$ cat src/rtl/alu_arbiter_if.sv
// Requester-side handshake bundle for alu_arbiter: operands, operation select and valid/ready.
interface alu_arbiter_if #(
    parameter int WIDTH = 32
);
    logic             valid;
    logic             ready;
    logic [WIDTH-1:0] a;
    logic [WIDTH-1:0] b;
    logic [2:0]       funct3;
    logic [6:0]       funct7;

    modport master (
        output valid, a, b, funct3, funct7,
        input  ready
    );

    modport slave (
        input  valid, a, b, funct3, funct7,
        output ready
    );
endinterface

$ cat src/rtl/alu_arbiter.sv
// Round-robin sharing of one external combinational ALU between two requesters.
// Operand stage feeds the ALU; result stage returns the answer two cycles after acceptance.
module alu_arbiter #(
    parameter int WIDTH = 32
) (
    input  logic             clk,
    input  logic             reset,
    alu_arbiter_if.slave     i_req0,
    alu_arbiter_if.slave     i_req1,
    output logic [WIDTH-1:0] o_alu_a,
    output logic [WIDTH-1:0] o_alu_b,
    output logic [2:0]       o_alu_funct3,
    output logic [6:0]       o_alu_funct7,
    input  logic [WIDTH-1:0] i_alu_result,
    output logic             o_rsp0_valid,
    output logic             o_rsp1_valid,
    output logic [WIDTH-1:0] o_rsp_result,
    output logic             o_busy
);

    logic             r_prio;
    logic             r_s1_valid;
    logic             r_s1_id;
    logic [WIDTH-1:0] r_alu_a;
    logic [WIDTH-1:0] r_alu_b;
    logic [2:0]       r_alu_funct3;
    logic [6:0]       r_alu_funct7;
    logic             r_rsp0_valid;
    logic             r_rsp1_valid;
    logic [WIDTH-1:0] r_rsp_result;

    logic             w_gnt0;
    logic             w_gnt1;
    logic             w_xfer;

    // Ready is gated by reset so no request is taken while the pipeline is being cleared.
    always_comb begin
        w_gnt0 = 1'b0;
        w_gnt1 = 1'b0;
        if (!reset) begin
            w_gnt0 = i_req0.valid && (!i_req1.valid || !r_prio);
            w_gnt1 = i_req1.valid && (!i_req0.valid ||  r_prio);
        end
    end

    assign w_xfer       = w_gnt0 | w_gnt1;
    assign i_req0.ready = w_gnt0;
    assign i_req1.ready = w_gnt1;

    always_ff @(posedge clk) begin
        if (reset) begin
            r_prio       <= 1'b0;
            r_s1_valid   <= 1'b0;
            r_s1_id      <= 1'b0;
            r_alu_a      <= '0;
            r_alu_b      <= '0;
            r_alu_funct3 <= '0;
            r_alu_funct7 <= '0;
        end else if (w_xfer) begin
            r_prio       <= w_gnt0;
            r_s1_valid   <= 1'b1;
            r_s1_id      <= w_gnt1;
            r_alu_a      <= w_gnt1 ? i_req1.a      : i_req0.a;
            r_alu_b      <= w_gnt1 ? i_req1.b      : i_req0.b;
            r_alu_funct3 <= w_gnt1 ? i_req1.funct3 : i_req0.funct3;
            r_alu_funct7 <= w_gnt1 ? i_req1.funct7 : i_req0.funct7;
        end else begin
            r_s1_valid   <= 1'b0;
        end
    end

    always_ff @(posedge clk) begin
        if (reset) begin
            r_rsp0_valid <= 1'b0;
            r_rsp1_valid <= 1'b0;
            r_rsp_result <= '0;
        end else if (r_s1_valid) begin
            r_rsp0_valid <= !r_s1_id;
            r_rsp1_valid <=  r_s1_id;
            r_rsp_result <= i_alu_result;
        end else begin
            r_rsp0_valid <= 1'b0;
            r_rsp1_valid <= 1'b0;
        end
    end

    assign o_alu_a      = r_alu_a;
    assign o_alu_b      = r_alu_b;
    assign o_alu_funct3 = r_alu_funct3;
    assign o_alu_funct7 = r_alu_funct7;
    assign o_rsp0_valid = r_rsp0_valid;
    assign o_rsp1_valid = r_rsp1_valid;
    assign o_rsp_result = r_rsp_result;
    assign o_busy       = r_s1_valid | r_rsp0_valid | r_rsp1_valid;

endmodule

$ cat src/flat_wrapper.sv
// flat-port wrapper written by rule: the top's interface ports become plain ports
module alu_arbiter_flat 
#(
    parameter int WIDTH = 32
)
  (clk, reset, o_alu_a, o_alu_b, o_alu_funct3, o_alu_funct7, i_alu_result, o_rsp0_valid, o_rsp1_valid, o_rsp_result, o_busy, i_req0_valid, i_req0_a, i_req0_b, i_req0_funct3, i_req0_funct7, i_req0_ready, i_req1_valid, i_req1_a, i_req1_b, i_req1_funct3, i_req1_funct7, i_req1_ready);
  alu_arbiter_if #(.WIDTH(WIDTH)) i_req0_i ();
  alu_arbiter_if #(.WIDTH(WIDTH)) i_req1_i ();
  input  logic clk;
  input  logic reset;
  output logic [WIDTH-1:0] o_alu_a;
  output logic [WIDTH-1:0] o_alu_b;
  output logic [2:0] o_alu_funct3;
  output logic [6:0] o_alu_funct7;
  input  logic [WIDTH-1:0] i_alu_result;
  output logic o_rsp0_valid;
  output logic o_rsp1_valid;
  output logic [WIDTH-1:0] o_rsp_result;
  output logic o_busy;
  input wire logic [$bits(i_req0_i.valid)-1:0] i_req0_valid;
  input wire logic [$bits(i_req0_i.a)-1:0] i_req0_a;
  input wire logic [$bits(i_req0_i.b)-1:0] i_req0_b;
  input wire logic [$bits(i_req0_i.funct3)-1:0] i_req0_funct3;
  input wire logic [$bits(i_req0_i.funct7)-1:0] i_req0_funct7;
  output wire logic [$bits(i_req0_i.ready)-1:0] i_req0_ready;
  input wire logic [$bits(i_req1_i.valid)-1:0] i_req1_valid;
  input wire logic [$bits(i_req1_i.a)-1:0] i_req1_a;
  input wire logic [$bits(i_req1_i.b)-1:0] i_req1_b;
  input wire logic [$bits(i_req1_i.funct3)-1:0] i_req1_funct3;
  input wire logic [$bits(i_req1_i.funct7)-1:0] i_req1_funct7;
  output wire logic [$bits(i_req1_i.ready)-1:0] i_req1_ready;
  assign i_req0_i.valid = i_req0_valid;
  assign i_req0_i.a = i_req0_a;
  assign i_req0_i.b = i_req0_b;
  assign i_req0_i.funct3 = i_req0_funct3;
  assign i_req0_i.funct7 = i_req0_funct7;
  assign i_req0_ready = i_req0_i.ready;
  assign i_req1_i.valid = i_req1_valid;
  assign i_req1_i.a = i_req1_a;
  assign i_req1_i.b = i_req1_b;
  assign i_req1_i.funct3 = i_req1_funct3;
  assign i_req1_i.funct7 = i_req1_funct7;
  assign i_req1_ready = i_req1_i.ready;
  alu_arbiter #(.WIDTH(WIDTH)) u_core (.clk(clk), .reset(reset), .i_req0(i_req0_i), .i_req1(i_req1_i), .o_alu_a(o_alu_a), .o_alu_b(o_alu_b), .o_alu_funct3(o_alu_funct3), .o_alu_funct7(o_alu_funct7), .i_alu_result(i_alu_result), .o_rsp0_valid(o_rsp0_valid), .o_rsp1_valid(o_rsp1_valid), .o_rsp_result(o_rsp_result), .o_busy(o_busy));
endmodule
$ cat config.mk
export PLATFORM = sky130hd
export DESIGN_NAME = alu_arbiter_flat
export DESIGN_NICKNAME = d
export VERILOG_FILES = /design/src/rtl/alu_arbiter_if.sv /design/src/rtl/alu_arbiter.sv /design/src/flat_wrapper.sv
export SDC_FILE = /design/constraint.sdc
export NUM_CORES = 1
export LEC_CHECK = 0
export ABC_AREA = 0
export CORE_AREA = 2 2 113 115
export CTS_CLUSTER_DIAMETER = 40
export DETAILED_ROUTE_END_ITERATION = 8
export DIE_AREA = 0 0 115 117
export PLACE_DENSITY = 0.92
export SLEW_MARGIN = 10
export SYNTH_ARGS = -nofsm -noshare
export SYNTH_HDL_FRONTEND = slang
export SYNTH_SLANG_ARGS = --single-unit
$ cat constraint.sdc
create_clock -name clk -period 2.8 [get_ports clk]
set_input_delay 0.7 -clock clk [delete_from_list [all_inputs] [get_ports clk]]
set_output_delay 0.7 -clock clk [all_outputs]
set_load 0.02 [all_outputs]
### After elaboration in Yosys (flattened, before gate mapping)

Cells that the tools add are included.

| cells by class | value |
|---|---|
| multiplexer cells | 7 |
| reduce and logical (&&, ||, !) cells | 9 |
| bitwise gates (word level) | 4 |

Operators by type and width:

| operator | number |
|---|---|
| 32-bit 2-to-1 mux | 2 |
| 7-bit 2-to-1 mux | 1 |
| 1-bit logical NOT | 4 |
| 1-bit 2-to-1 mux | 3 |
| 3-bit 2-to-1 mux | 1 |
| 1-bit bitwise OR | 3 |
| 1-bit logical AND | 2 |
| 1-bit logical OR | 2 |
| 2-bit OR reduction | 1 |
| 1-bit inverter | 1 |

| storage, ports and cells | value |
|---|---|
| output and inout port bits | 111 |
| input bits | 184 |
| bits in registers | 111 |
| word-level logic and storage cells | 30 |

### Logic depth before layout (Yosys ltp)

| depth | value |
|---|---|
| depth in word-level cells | 6 |
| depth in mapped cells | 6 |
| mapped depth without buffers | 3 |

### Worst setup path before layout

Ideal clock, no wire load.

| timing path | value |
|---|---|
| path type | input to output |
| from | input reset |
| to | output i_req0_ready |
| path buffers | 3 |
| path slack | 0.354 ns |
| stages | 4 |
| required time | 2.100 ns |
| data arrival time | 1.746 ns |
| cells stage by stage | buf_2 -> buf_4 -> clkbuf_1 -> a211oi_1 |

| on the way | value |
|---|---|
| word-level cells in the longest chain between the ends | 1 |

RTL lines:

| item | line | RTL |
|---|---|---|
| from (decl) | flat_wrapper.sv:10 | `input logic reset;` |
| 1-bit 2-to-1 mux | alu_arbiter.sv:40 | `if (!reset) begin` |
| to (decl) | flat_wrapper.sv:25 | `output wire logic [$bits(i_req0_i.ready)-1:0] i_req0_ready;` |

Every way passes these cells.

### Worst setup path after layout

| timing path | value |
|---|---|
| from | input i_req1_valid |
| to | output i_req1_ready |

| on the way | value |
|---|---|
| word-level cells in the longest chain between the ends | 2 |

RTL lines:

| item | line | RTL |
|---|---|---|
| from (decl) | flat_wrapper.sv:26 | `input wire logic [$bits(i_req1_i.valid)-1:0] i_req1_valid;` |
| 1-bit logical AND | alu_arbiter.sv:42 | `w_gnt1 = i_req1.valid && (!i_req0.valid \|\| r_prio);` |
| 1-bit 2-to-1 mux | alu_arbiter.sv:40 |  |
| to (decl) | flat_wrapper.sv:31 | `output wire logic [$bits(i_req1_i.ready)-1:0] i_req1_ready;` |

Every way passes these cells.

==> out/metrics.cfg <==
[routing]
via_count=4907
routedWlPerCell_microns=18.13
dr.first_iter.drc_count=342
antenna_left=0
route.detailed.drc=0
firstDrtPassIters=5
wl_microns=16060
via_per_inst=5.538

[logic_synthesis]
synth.distinct_cells=21
syn_area_sq_mm=0.004806
avgSynthCellArea_sq_um=10.20
async_flop_share_pct=0
netlist_top_cells_count=111 x dfxtp_1, 75 x nor3b_1, 74 x a221o_1, 74 x and3_1, 34 x nor2_1
synth_edf_count=0
synth.area.top_cells=dfxtp_1 46%, a221o_1 15%, nor3b_1 12%
synthCells=471
yosysTopAreaCell=dfxtp_1
synth_warnings=0
synth_nets=655
ys_ff_latch=111
post-synth-top-count-cell=dfxtp_1
netlist.area_leader.share_pct=46.24
synthFlopType=dfxtp_1
synth_seq_area_share_pct=46.24

[setup_path]
end_kind=output pin
critical_path_required_ps=2100
critPathKind=in2out
worst_setup_path_start_kind=input port
arrival_ps=1890
cp_max_fo=3

[placement]
placed_area_sq_mm=0.007769
finalWeightedCongestion=0.7861
io_buffers=294
hpwl_microns=11540
place_ws_ps=-63.78
placedCellCount=870

[clocking]
cts_tree=done
ctsHoldBuffers=0
cts.path.max_buffers=2
clk_pin_slew_worst_paths_ps=60
root_buffer=clkbuf_16
cts_buffers=9
post_cts_buffers=0
cts_resized=2
clkLatencyLatePin_ps=340
htree_levels=3
clock_sinks=111

[timing]
tns_ps=0
drv_slew=0
worstMarginPinSlew_ps=1087
fmax_mhz=385.7
fin_crit_ps=2592
setup_viol=0
fin_hold_ws_ps=445.9
setup_ws_ps=207.5
finClkSkew_ps=3.858
final.period_utilization_pct=92.59
hold_viol=0
rsz0062_at_grt=no
max_slew_margin_pct=27.56

[finish]
final_nets=915
design_area_sq_mm=0.008058
diodes=0
finalNonFillerCells=886
syn2layout_area_growth_pct=67.66
drive_above_1_share_pct=4.484

[global_routing]
grt_pass1_vias=4770
antenna_found_initial=0
grt_use_total_pct=22.25
globalRouteOverflowTotal=0
grt_pass1_wl_microns=23890
grt_start_max_net_pins=107

[outcome]
status=complete, no violations

[die]
start_util_pct=39.03
dieArea_sq_mm=0.01346
die_x_microns=115
io_pins=295
core_area_sq_mm=0.01231
die_h_microns=117
rows=41

[pwr]
seqPwrFrac_pct=43.7
clkPwrFrac_pct=30.7
combinationalPowerShare_pct=25.6
power_density_mw_per_mm2=507.4
ir_worst_vdd_v=0.0003103
p_sw_share_pct=26.06
power_switching_mw=1.065
internal_power_mw=3.023
leakagePower_nw=3.313

[hold_path]
hold_path.class=reg2reg

[flow_run]
drv_cap=0

-- per-stage QoR --
stage	utilization (%)	total power, mW
after CTS	65.45	4.125
after global routing	65.45	4.260
after detailed placement	63.10	2.868
after global placement	63.10	2.839
after floorplan	-	2.280
final	65.45	4.089
-- placed cells by master (no fill, tap or decap) --
master,Yosys,routed
nor3_2,0,1
clkdlybuf4s50_1,0,291
bufinv_16,0,1
mux2i_1,32,32
a221o_1,74,74
clkbuf_8,0,1
nor2_1,34,33
nand2_2,0,1
a211oi_1,1,1
clkbuf_16,0,9
nand2b_1,2,1
dlygate4sd2_1,0,2
buf_4,1,12
nor3b_1,75,75
or3_1,1,1
dfxtp_1,111,110
nor2_4,0,1
nand2b_2,0,1
nor2b_4,0,1
and3_1,74,74
and3b_1,1,1
a21oi_1,2,2
clkinv_2,0,3
clkbuf_1,26,2
inv_1,2,2
dfxtp_2,0,1
buf_12,0,1
nand2_1,3,2
-- power groups by stage --
| stage | registers, mW | clock network (mW) | logic [mW] |
|---|---|---|---|
| 4_1_cts | 1.79 | 1.29 | 1.05 |
| 3_5_place_dp | 1.82 | 0 | 1.05 |
| 2_1_floorplan | 1.97 | 0 | 0.314 |
| 5_1_grt | 1.80 | 1.36 | 1.10 |
| 3_3_place_gp | 1.81 | 0 | 1.03 |
| 6_report | 1.79 | 1.26 | 1.05 |
-- state kept, by name (all words and copies together) (netlist names), 3 cells and up --
name,flops
u_core.o_rsp_result,32
u_core.o_alu_funct3,3
u_core.o_alu_a,32
u_core.o_alu_funct7,7
u_core.o_alu_b,32
-- per-layer routing --
| metal | global-route usage, % | routed length (microns) | vias to the layer above |
|---|---|---|---|
| li1 | - | - | 2302 |
| met2 | 40.24 | 8194 | 247 |
| met3 | 5.561 | 1272 | 38 |
| met1 | 25.10 | 6174 | 2320 |
| met5 | 0 | 0 | - |
| met4 | 9.076 | 422 | 0 |
-- worst paths after layout --
check / end / slack, ps / start / cells past startpoint
setup / recovery: i_req1_ready / 210 / i_req1_valid / 5
hold / removal: u_core.o_rsp0_valid / 450 / u_core.r_s1_id / 1
setup reg to reg: u_core.o_alu_b[7] / 1160 / u_core.r_prio / 4
hold reg to reg: u_core.o_rsp0_valid / 450 / u_core.r_s1_id / 1
-- area by class of cell --
cell class | count | area, sq um
fill | 947 | 4254
sequential | 111 | 2223
multi-input combinational | 301 | 2307
inverter | 2 | 7.507
clock buffer | 12 | 246.5
clock inverter | 4 | 45.04
tap | 150 | 187.7
timing repair buffer | 306 | 3040
-- cell families (layout without fill, tap and decap cells) --
family | after synthesis | after routing | share of synthesized area [%]
multiplexers | 32 | 32 | 6.665
AO/OA/AOI/OAI | 77 | 77 | 15.78
flip-flops | 111 | 111 | 46.24
buffers and inverters | 59 | 324 | 6.222
AND/OR/NAND/NOR | 192 | 192 | 25.10
-- critical path, stage by stage --
cell and delay, ps:
clkdlybuf4s50_1 520, nor2b_4 170, nand2_2 90, inv_1 60, dlygate4sd2_1 350
(Power assumes the default switching activity.)
